[src/rtl/pll_reconfig_seq_pkg.sv]
`default_nettype none
// ============================================================================
//  Module      : pll_reconfig_seq_pkg
//  Description : Shared types and constants for the PLL reconfiguration
//                sequencer: profile and FSM state encodings, fractional K
//                words and pll_cfg register addresses.
//  Revision    : 1.0 - initial release
// ============================================================================
package pll_reconfig_seq_pkg;

    // Clock profile selected by the OSD status bits; NONE means nothing applied
    typedef enum logic [1:0] {
        PROF_PAL  = 2'd0,
        PROF_NTSC = 2'd1,
        PROF_BUS  = 2'd2,
        PROF_NONE = 2'd3
    } profile_e;

    // Sequencer states
    typedef enum logic [2:0] {
        ST_IDLE      = 3'd0,
        ST_MODE      = 3'd1,
        ST_KFRAC     = 3'd2,
        ST_START     = 3'd3,
        ST_WAIT_LOCK = 3'd4,
        ST_DONE      = 3'd5
    } state_e;

    // Fractional K words for the three target output frequencies
    localparam logic [31:0] K_PAL  = 32'd1503512573;  // 31.527954 MHz
    localparam logic [31:0] K_NTSC = 32'd3357876127;  // 32.727266 MHz
    localparam logic [31:0] K_BUS  = 32'd2233385555;  // 32.000000 MHz

    // pll_cfg management register addresses
    localparam logic [5:0] REG_MODE  = 6'd0;
    localparam logic [5:0] REG_START = 6'd2;
    localparam logic [5:0] REG_KFRAC = 6'd7;

    // Business mode wins over the video standard bit
    function automatic profile_e select_profile(input logic model, input logic ntsc);
        if (model)
            return PROF_BUS;
        else if (ntsc)
            return PROF_NTSC;
        else
            return PROF_PAL;
    endfunction

    // K word for a profile; NONE never reaches the KFRAC write
    function automatic logic [31:0] k_word(input profile_e p);
        case (p)
            PROF_PAL:  return K_PAL;
            PROF_NTSC: return K_NTSC;
            PROF_BUS:  return K_BUS;
            default:   return 32'd0;
        endcase
    endfunction

endpackage
`default_nettype wire

[src/rtl/pll_reconfig_seq_if.sv]
`default_nettype none
// ============================================================================
//  Module      : pll_reconfig_seq_if
//  Description : Avalon-MM write-only management link to the pll_cfg block.
//  Revision    : 1.0 - initial release
// ============================================================================
interface pll_reconfig_seq_if;
    logic        mgmt_write;
    logic [5:0]  mgmt_address;
    logic [31:0] mgmt_writedata;
    logic        mgmt_waitrequest;

    modport master (
        output mgmt_write,
        output mgmt_address,
        output mgmt_writedata,
        input  mgmt_waitrequest
    );

    modport slave (
        input  mgmt_write,
        input  mgmt_address,
        input  mgmt_writedata,
        output mgmt_waitrequest
    );
endinterface
`default_nettype wire

[src/rtl/pll_reconfig_seq_sync_stable.sv]
`default_nettype none
// ============================================================================
//  Module      : sync_stable
//  Description : Two-flop synchroniser followed by a stability filter. The
//                output follows the input only after STABLE_CYCLES consecutive
//                equal synchronised samples; o_valid rises on first acceptance.
//  Revision    : 1.0 - initial release
// ============================================================================
module sync_stable #(
    parameter int STABLE_CYCLES = 16
) (
    input  logic CLK_50M,
    input  logic RESET,
    input  logic i_async,
    output logic o_stable,
    output logic o_valid
);

    localparam int CW = $clog2(STABLE_CYCLES + 1);

    logic          r_meta;
    logic          r_sync;
    logic          r_cand;
    logic [CW-1:0] r_cnt;

    // Synchronise, then count consecutive equal samples and accept at the limit
    always_ff @(posedge CLK_50M) begin
        if (RESET) begin
            r_meta   <= 1'b0;
            r_sync   <= 1'b0;
            r_cand   <= 1'b0;
            r_cnt    <= '0;
            o_stable <= 1'b0;
            o_valid  <= 1'b0;
        end else begin
            r_meta <= i_async;
            r_sync <= r_meta;
            if (r_sync != r_cand) begin
                r_cand <= r_sync;
                r_cnt  <= CW'(1);
            end else if (r_cnt != CW'(STABLE_CYCLES)) begin
                r_cnt <= r_cnt + 1'b1;
            end else begin
                o_stable <= r_cand;
                o_valid  <= 1'b1;
            end
        end
    end

endmodule
`default_nettype wire

[src/rtl/pll_reconfig_seq.sv]
`default_nettype none
// ============================================================================
//  Module      : pll_reconfig_seq
//  Description : Retunes the fractional-N system PLL (K word only) to the PAL,
//                NTSC or Business profile whenever the filtered OSD selection
//                changes, and holds the core in reset until the PLL relocks.
//  Revision    : 1.0 - initial release
// ============================================================================
module pll_reconfig_seq
    import pll_reconfig_seq_pkg::*;
#(
    parameter int STABLE_CYCLES = 16,
    parameter int LOCK_TIMEOUT  = 2_000_000,
    parameter bit FORCE_INIT    = 1'b1
) (
    input  logic                      CLK_50M,
    input  logic                      RESET,
    input  logic                      model,
    input  logic                      ntsc,
    input  logic                      pll_locked,
    pll_reconfig_seq_if.master        mgmt,
    output logic                      busy,
    output logic                      core_hold,
    output logic                      lock_err
);

    // Lock indication is unreliable right after START, so it is ignored this long
    localparam int LOCK_IGNORE = 64;

    logic     w_model;
    logic     w_model_vld;
    logic     w_ntsc;
    logic     w_ntsc_vld;
    logic     w_sel_vld;
    logic     w_sel_event;
    profile_e w_sel;

    logic        r_lock_meta;
    logic        r_lock_sync;
    state_e      r_state;
    profile_e    r_applied;
    profile_e    r_lat_sel;
    profile_e    r_sel_prev;
    logic        r_sel_vld_d;
    logic        r_pending;
    logic [31:0] r_timer;

    sync_stable #(.STABLE_CYCLES(STABLE_CYCLES)) u_sync_model (
        .CLK_50M  (CLK_50M),
        .RESET    (RESET),
        .i_async  (model),
        .o_stable (w_model),
        .o_valid  (w_model_vld)
    );

    sync_stable #(.STABLE_CYCLES(STABLE_CYCLES)) u_sync_ntsc (
        .CLK_50M  (CLK_50M),
        .RESET    (RESET),
        .i_async  (ntsc),
        .o_stable (w_ntsc),
        .o_valid  (w_ntsc_vld)
    );

    assign w_sel_vld = w_model_vld & w_ntsc_vld;
    assign w_sel     = select_profile(w_model, w_ntsc);
    // An event is the first valid selection or any change of the decoded profile;
    // ntsc toggling under model=1 decodes to the same profile and is no event
    assign w_sel_event = w_sel_vld && (!r_sel_vld_d || (w_sel != r_sel_prev));

    // Lock is only a level; a plain two-flop synchroniser is enough
    always_ff @(posedge CLK_50M) begin
        if (RESET) begin
            r_lock_meta <= 1'b0;
            r_lock_sync <= 1'b0;
        end else begin
            r_lock_meta <= pll_locked;
            r_lock_sync <= r_lock_meta;
        end
    end

    // Trigger tracking plus the reconfiguration sequence with registered outputs
    always_ff @(posedge CLK_50M) begin
        if (RESET) begin
            r_state             <= ST_IDLE;
            r_applied           <= PROF_NONE;
            r_lat_sel           <= PROF_NONE;
            r_sel_prev          <= PROF_NONE;
            r_sel_vld_d         <= 1'b0;
            r_pending           <= FORCE_INIT;
            r_timer             <= 32'd0;
            mgmt.mgmt_write     <= 1'b0;
            mgmt.mgmt_address   <= 6'd0;
            mgmt.mgmt_writedata <= 32'd0;
            busy                <= 1'b0;
            core_hold           <= 1'b0;
            lock_err            <= 1'b0;
        end else begin
            r_sel_prev  <= w_sel;
            r_sel_vld_d <= w_sel_vld;

            // Without a forced init the power-up PLL setting is taken as correct
            if (!FORCE_INIT && w_sel_vld && !r_sel_vld_d && (r_applied == PROF_NONE))
                r_applied <= w_sel;
            else if (w_sel_event && (w_sel != r_applied))
                r_pending <= 1'b1;

            case (r_state)
                ST_IDLE: begin
                    if (r_pending && w_sel_vld) begin
                        r_state             <= ST_MODE;
                        r_pending           <= 1'b0;
                        r_lat_sel           <= w_sel;
                        busy                <= 1'b1;
                        core_hold           <= 1'b1;
                        mgmt.mgmt_write     <= 1'b1;
                        mgmt.mgmt_address   <= REG_MODE;
                        mgmt.mgmt_writedata <= 32'd0;
                    end
                end

                // Each write state: hold until accepted, idle one cycle, then advance
                ST_MODE: begin
                    if (mgmt.mgmt_write) begin
                        if (!mgmt.mgmt_waitrequest)
                            mgmt.mgmt_write <= 1'b0;
                    end else begin
                        r_state             <= ST_KFRAC;
                        mgmt.mgmt_write     <= 1'b1;
                        mgmt.mgmt_address   <= REG_KFRAC;
                        mgmt.mgmt_writedata <= k_word(r_lat_sel);
                    end
                end

                ST_KFRAC: begin
                    if (mgmt.mgmt_write) begin
                        if (!mgmt.mgmt_waitrequest)
                            mgmt.mgmt_write <= 1'b0;
                    end else begin
                        r_state             <= ST_START;
                        mgmt.mgmt_write     <= 1'b1;
                        mgmt.mgmt_address   <= REG_START;
                        mgmt.mgmt_writedata <= 32'd0;
                    end
                end

                ST_START: begin
                    if (mgmt.mgmt_write) begin
                        if (!mgmt.mgmt_waitrequest)
                            mgmt.mgmt_write <= 1'b0;
                    end else begin
                        r_state <= ST_WAIT_LOCK;
                        r_timer <= 32'd0;
                    end
                end

                // A timeout gives up without retrying; core_hold stays asserted
                // because the PLL output cannot be trusted
                ST_WAIT_LOCK: begin
                    if ((r_timer >= 32'(LOCK_IGNORE)) && r_lock_sync) begin
                        r_state <= ST_DONE;
                    end else if (r_timer == 32'(LOCK_TIMEOUT)) begin
                        r_state   <= ST_IDLE;
                        r_applied <= PROF_NONE;
                        lock_err  <= 1'b1;
                        busy      <= 1'b0;
                    end else begin
                        r_timer <= r_timer + 32'd1;
                    end
                end

                // Commit the latched profile; a selection that moved meanwhile re-pends
                ST_DONE: begin
                    r_state   <= ST_IDLE;
                    r_applied <= r_lat_sel;
                    r_pending <= w_sel_vld && (w_sel != r_lat_sel);
                    lock_err  <= 1'b0;
                    busy      <= 1'b0;
                    core_hold <= 1'b0;
                end

                default: r_state <= ST_IDLE;
            endcase
        end
    end

endmodule
`default_nettype wire

[src/flat_wrapper.sv]
// flat-port wrapper written by rule: the top's interface ports become plain ports
module pll_reconfig_seq_flat import pll_reconfig_seq_pkg::*;
#(
    parameter int STABLE_CYCLES = 16,
    parameter int LOCK_TIMEOUT  = 2_000_000,
    parameter bit FORCE_INIT    = 1'b1
)
  (CLK_50M, RESET, model, ntsc, pll_locked, busy, core_hold, lock_err, mgmt_mgmt_write, mgmt_mgmt_address, mgmt_mgmt_writedata, mgmt_mgmt_waitrequest);
  pll_reconfig_seq_if mgmt_i ();
  input  logic CLK_50M;
  input  logic RESET;
  input  logic model;
  input  logic ntsc;
  input  logic pll_locked;
  output logic busy;
  output logic core_hold;
  output logic lock_err;
  output wire logic [$bits(mgmt_i.mgmt_write)-1:0] mgmt_mgmt_write;
  output wire logic [$bits(mgmt_i.mgmt_address)-1:0] mgmt_mgmt_address;
  output wire logic [$bits(mgmt_i.mgmt_writedata)-1:0] mgmt_mgmt_writedata;
  input wire logic [$bits(mgmt_i.mgmt_waitrequest)-1:0] mgmt_mgmt_waitrequest;
  assign mgmt_mgmt_write = mgmt_i.mgmt_write;
  assign mgmt_mgmt_address = mgmt_i.mgmt_address;
  assign mgmt_mgmt_writedata = mgmt_i.mgmt_writedata;
  assign mgmt_i.mgmt_waitrequest = mgmt_mgmt_waitrequest;
  pll_reconfig_seq #(.STABLE_CYCLES(STABLE_CYCLES), .LOCK_TIMEOUT(LOCK_TIMEOUT), .FORCE_INIT(FORCE_INIT)) u_core (.CLK_50M(CLK_50M), .RESET(RESET), .model(model), .ntsc(ntsc), .pll_locked(pll_locked), .mgmt(mgmt_i), .busy(busy), .core_hold(core_hold), .lock_err(lock_err));
endmodule
[config.mk]
export PLATFORM = sky130hd
export DESIGN_NAME = pll_reconfig_seq_flat
export DESIGN_NICKNAME = d
export VERILOG_FILES = /design/src/rtl/pll_reconfig_seq_pkg.sv /design/src/rtl/pll_reconfig_seq_if.sv /design/src/rtl/pll_reconfig_seq_sync_stable.sv /design/src/rtl/pll_reconfig_seq.sv /design/src/flat_wrapper.sv
export SDC_FILE = /design/constraint.sdc
export NUM_CORES = 1
export LEC_CHECK = 0
export BUFFER_PORTS_ARGS = -buffer_cell sky130_fd_sc_hd__buf_2
export CORE_UTILIZATION = 50
export CTS_BUF_LIST = sky130_fd_sc_hd__clkbuf_4 sky130_fd_sc_hd__clkbuf_8
export CTS_CLUSTER_DIAMETER = 40
export DETAILED_ROUTE_END_ITERATION = 16
export PLACE_DENSITY = 0.73
export SETUP_SLACK_MARGIN = 0.3
export SYNTH_ARGS = -nofsm -noshare
export SYNTH_HDL_FRONTEND = slang
export SYNTH_HIERARCHICAL = 1
export SYNTH_SLANG_ARGS = --single-unit
[constraint.sdc]
create_clock -name CLK_50M -period 2.1 [get_ports CLK_50M]
set_input_delay 0 -clock CLK_50M [delete_from_list [all_inputs] [get_ports CLK_50M]]
set_output_delay 0 -clock CLK_50M [all_outputs]
set_load 0.03 [all_outputs]
* Yosys cells after proc, flatten, opt, wreduce, memory -nomap -nowiden
Index checks and enable logic that the tools add are counted.
** Word-level totals
- Register bits after elaboration :: 107
- Output and inout port bits :: 42
- Word-level logic and storage cells :: 134
** Operators by class
- $add $sub $neg :: 3
- $lt $le $gt $ge :: 1
- Equality and inequality tests :: 23
- Muxes and demuxes :: 43
- Bitwise operators :: 5
- Reductions and logical operators :: 30
** Operator list (number)
- $pmux 32 s3 :: 2
- $mux 32 :: 5
- $pmux 32 s2 :: 1
- $add 32x1->32 const B :: 1
- $eq 32x21->1 const B :: 1
- $ge 32x7->1 const B :: 1
- $mux 3 :: 6
- $mux 6 :: 3
- $pmux 6 s3 :: 1
- $mux 1 :: 15
- $pmux 3 s5 :: 1
- $reduce_and 4->1 :: 3
- $add 5x1->5 const B :: 2
- $ne 2x2->1 const B :: 5
- $ne 5x5->1 const B :: 2
- $reduce_and 2->1 :: 5
- $reduce_bool 2->1 :: 5
- $reduce_bool 3->1 :: 3
- $eq 3x2->1 const B :: 2
- $eq 3x3->1 const B :: 2
- $mux 2 :: 3
- $ne 2x2->1 :: 3
- $pmux 1 s2 :: 3
- $pmux 1 s3 :: 2
- 17 further kinds :: 28

* Longest topological paths before layout
- Depth after elaboration :: 9
- Mapped depth :: 9

* By module
Netlist, hierarchy kept.
** Modules (own cells, without submodules)
- pll_reconfig_seq :: times used 1, cells an instance 387, area an instance 3228.1 µm², sequential area each 1161.1 µm²
- sync_stable :: times used 2, cells an instance 39, area an instance 395.4 µm², sequential area each 200.2 µm²

* Worst setup path after synthesis
OpenSTA, ideal clock, no wires.
- Path type :: register to register
- Start :: register u_core.mgmt.mgmt_write
- End :: register u_core.r_timer[5]
- Library setup time :: 59 ps
- Arrival :: 2038 ps
- Slack :: 3 ps
- Cell stages (with the launch flop) :: 8
- Buffers on the path :: 2
- Cell sequence :: dfxtp_1 nor2b_1 and3b_1 clkbuf_1 or2_2 clkbuf_1 or4_1 nand2_1
** Between the ends
- Word-level cells in the longest chain between the ends :: 2
** Ends and longest elaborated chain
- from (decl) :: RTL line pll_reconfig_seq_if.sv:14 : output mgmt_write,
- from (signal assigned) :: RTL line pll_reconfig_seq.sv:91 : mgmt.mgmt_write <= 1'b0;
- from (signal assigned) :: RTL line pll_reconfig_seq.sv:115 : mgmt.mgmt_write <= 1'b1;
- from (signal assigned) :: RTL line pll_reconfig_seq.sv:125 : mgmt.mgmt_write <= 1'b0;
- $ne 2x2->1 (no source line)
- $reduce_and 4->1 (no source line)
- to (signal assigned) :: RTL line pll_reconfig_seq.sv:167 : r_timer <= r_timer + 32'd1;
- to (decl) :: RTL line pll_reconfig_seq.sv:46 : logic [31:0] r_timer;
No other way between the ends.
A chain may end at the register's enable or synchronous reset.

* Worst setup path in the final report
- Start :: register u_core.r_timer[6]
- End :: register u_core.r_timer[31]
** Between the ends
- Word-level cells in the longest chain between the ends :: 4
- Elaborated cells on any way between the ends :: 10
- Those cells by class :: 1 x add/sub; 1 x order compare; 3 x eq/ne; 3 x mux; 2 x reduce/logical
** Ends and longest elaborated chain (RTL line)
- $add 32x1->32 or $ge 32x7->1 (tied branches) :: pll_reconfig_seq.sv:167, pll_reconfig_seq.sv:159
- $mux 32 or $logic_and 1x1->1 (tied branches) :: pll_reconfig_seq.sv:161, pll_reconfig_seq.sv:159
- $mux 32 or $ne 2x2->1 (tied branches)
- $pmux 32 s2 or $reduce_and 4->1 (tied branches)
Several ways; a longest one is shown, not always the timed one. The select of a mux whose other input is x is not followed.

==> summary.txt <==
Critical path
  • R2R cell count: 6
  • CP Depth: 6
  • Crit path buf inv count: 0
  • Crit-path slowest cell: dfxtp_1
  • CP Data Required Time: 2.38 ns
  • CP endpoint kind: flip-flop
  • CP Cell Sequence: nand4_2 -> nor4_4 -> and3_1 -> nand4_1 -> or3_4 -> a21oi_2
  • Worst Path Max Fanout: 5
  • Crit path max-delay family: simple AND/OR/NAND/NOR gates
  • Critical path class: reg2reg
  • Slowest stage delay, CP: 0.48 ns
  • CP Launch Type: flip-flop
  • Worst path arrival time: 2.50 ns

Placement
  • I/O Buffers: 40
  • Final HPWL DP: 6.25 mm
  • Dpl ws: -0.00474 ns
  • Final Wtd Congestion: 0.888

Outcome
  • Failing checks: setup timing
  • Status: complete, but fails checks

Power
  • Worst vdd ir: 388 µV
  • Pwr/cell area: 837 mW/mm²
  • Leakage power: between 0.002 and 0.0025 µW
  • Total power: 4320 µW

Timing
  • Final Slew Violations: 0
  • Clk_skew: a little over 0.007 ns
  • RSZ-0062 raised after global routing: true
  • Fin. Hold Viols: 0
  • Max Fclk: 451 MHz
  • Final setup fails: 11
  • Worst setup margin: -0.117 ns
  • Period utilization: 106%
  • Crit path time final: 2.22 ns

Synth
  • Syn Std Cell Area: 0.00402 mm²
  • Syn Area/Cell: 8.64 µm²
  • Synth cell types: 48
  • Mapped Cells: 465
  • Register area share after synthesis: 38.9%
  • Seq cells post-synth: 78
  • Async set-or-reset flop fraction in the synthesized netlist: 0%
  • Post-synth EDFFs: 0
  • Primary FF master, synth: dfxtp_1
  • Warnings, synthesis: 6

Final layout
  • Ant diodes: 0
  • Leading cell types in the layout, fill and taps excluded: 67 x dfxtp_1, 48 x buf_4, 46 x nor2_1
  • Final net count: 553
  • Share of layout cells above drive strength 1: 32.8%
  • Layout area overhead: 28.4%
  • Fillcell total: 601
  • Most common cell after layout, fill and taps aside: dfxtp_1

Routing
  • Post-route ant nets: 0
  • Met3 WL: 697 µm
  • Post-DR wirelength/cell: 16.1 µm
  • M1 WL: 4.38 mm
  • DR DRC count: 0
  • Initial drt markers: ~180
  • Total number of vias: ~3.7k
  • Highest Signal Layer: met4
  • Routed met2 length: 5.05 mm
  • Routed WL: 10.3 mm
  • DR pass1 iterations: 4
  • Via/cell ratio: 5.78

Clock network
  • Longest Clk Path Bufs: 2
  • Total CTS buffers: 9
  • CTS tree: done
  • Clk_lat worst skew: around 0.35 ns
  • Root Buffer Master: clkbuf_8
  • TritonCTS sink count: 78
  • Total number of H-tree levels: 3
  • CTS clk-pin slew, worst paths: 0.08 ns

Floorplan
  • DIE AREA: 0.00840 mm²
  • Starting Density: 51.7%
  • Num rows: 32
  • Die W: 91.7 µm
  • I/O pins: 48
  • Die height: about 92 µm
  • Core Box Area: around 0.0078 mm²

Global routing
  • Vias in the first global route: roughly 3.3k
  • GR Overflow Total: 0
  • First-pass GRT wire length: 15.7 mm
  • Largest net degree at the start of global routing: 44
  • Antenna violations before repair: 0
  • Total Routing Usage GR: 23.2%

Worst hold path
  • Hold Path Class: in2reg
  • Cell depth of the worst hold path: 4

Flow run
  • Maxcap violations: 0
cell usage after synthesis (7+ instances only):
master	instances	area, µm²
xnor2_1	7	61.3
inv_1	11	41.3
nand4_1	12	75.1
nor2_1	47	176
nand3_1	15	75.1
o211ai_1	18	135
ha_1	12	150
or3_1	10	62.6
nand2_1	23	86.3
o2111ai_1	8	70.1
and3_1	13	81.3
a21oi_1	27	135
xor2_1	25	219
nor3_1	14	70.1
buf_4	32	240
dfxtp_1	78	1560
clkbuf_1	18	67.6
o21ai_0	14	70.1
nor2b_1	15	93.8
per-layer routing:
metal,vias up,GRT usage (%)
met5,-,0
met4,0,9.39
met3,27,4.23
met2,147,39.3
met1,1771,29.1
li1,1761,-
worst min-delay path: cells and delay by family:
kind	cells	cell delay [ns]
AO/OA/AOI/OAI	2	0.29
buffers and inverters	1	0.08
AND/OR/NAND/NOR	1	0.05
worst paths after layout:
kind	slack [ns]	startpoint	end
min	0.1	mgmt_mgmt_waitrequest	u_core/mgmt.mgmt_write$_SDFFE_PP0P_
max reg2reg	-0.12	u_core/r_timer[6]$_SDFFE_PP0P_	u_core/r_timer[31]$_SDFFE_PP0P_
max	-0.12	u_core/r_timer[6]$_SDFFE_PP0P_	u_core/r_timer[31]$_SDFFE_PP0P_
min reg2reg	0.44	u_core/r_lock_meta$_SDFF_PP0_	u_core/r_lock_sync$_SDFF_PP0_
report_power, final:
part / total [µW] / internal [µW] / switching (µW)
clock network: 1460 / 905 / 552
registers: 1660 / 1560 / 93.2
logic: 1210 / 495 / 710
total: 4320 / 2970 / 1360
cell families after synthesis:
group | after synthesis | synth area share, %
buffers and inverters | 64 | 9.06
AOI/OAI and AO/OA | 87 | 14.6
muxes | 4 | 0.996
and+or+nand+nor | 187 | 25.7
other | 1 | 0.0933
adders and majority gates | 12 | 3.74
DFF | 78 | 38.9
xor gates and xnor gates | 32 | 6.97
cell type report:
| cell class | instances | area, µm² | area share (%) |
|---|---|---|---|
| Clock buffer | 9 | 124 | 2.40 |
| Timing Repair Buffer | 106 | 757 | 14.7 |
| Clock inverter | 6 | 134 | 2.59 |
| Inverter | 11 | 41.3 | 0.800 |
| Sequential cell | 78 | 1590 | 30.7 |
| Tap cell | 102 | 128 | 2.47 |
| Multi-Input combinational cell | 329 | 2390 | 46.4 |
per-stage QoR:
stage	hold WS, ns	area, µm²	setup TNS, ns	instances	util (%)
2_1_floorplan	0.0624	4120	0	471	-
3_3_place_gp	0.214	4420	0	600	56.9
3_5_place_dp	0.217	4420	-0.00474	600	56.9
4_1_cts	0.0718	4950	0	634	63.7
5_1_grt	0.139	5160	-1.76	641	66.4
6_report	0.0990	5160	-0.378	641	66.4
flip-flops by register name, indices dropped and copies added, names as in the netlist, 2 cells and up:
signal	count
u_core/r_timer	32
u_core/mgmt.mgmt_writedata	7
u_core/u_sync_model/r_cnt	5
u_core/u_sync_ntsc/r_cnt	5
u_core/r_state	3
u_core/mgmt.mgmt_address	2
u_core/r_applied	2
u_core/r_lat_sel	2
u_core/r_sel_prev	2
repair_timing:
action | CTS | global route
gates resized for setup | 33 | 34
setup endpoints to repair | 37 | 37
gates cloned | 0 | 1
setup buffers | 16 | 6
pin swaps | 24 | 28
hold endpoints to repair | 3 | 0
hold buffers | 3 | 0
No activity file was read; power rests on OpenSTA's default activity.
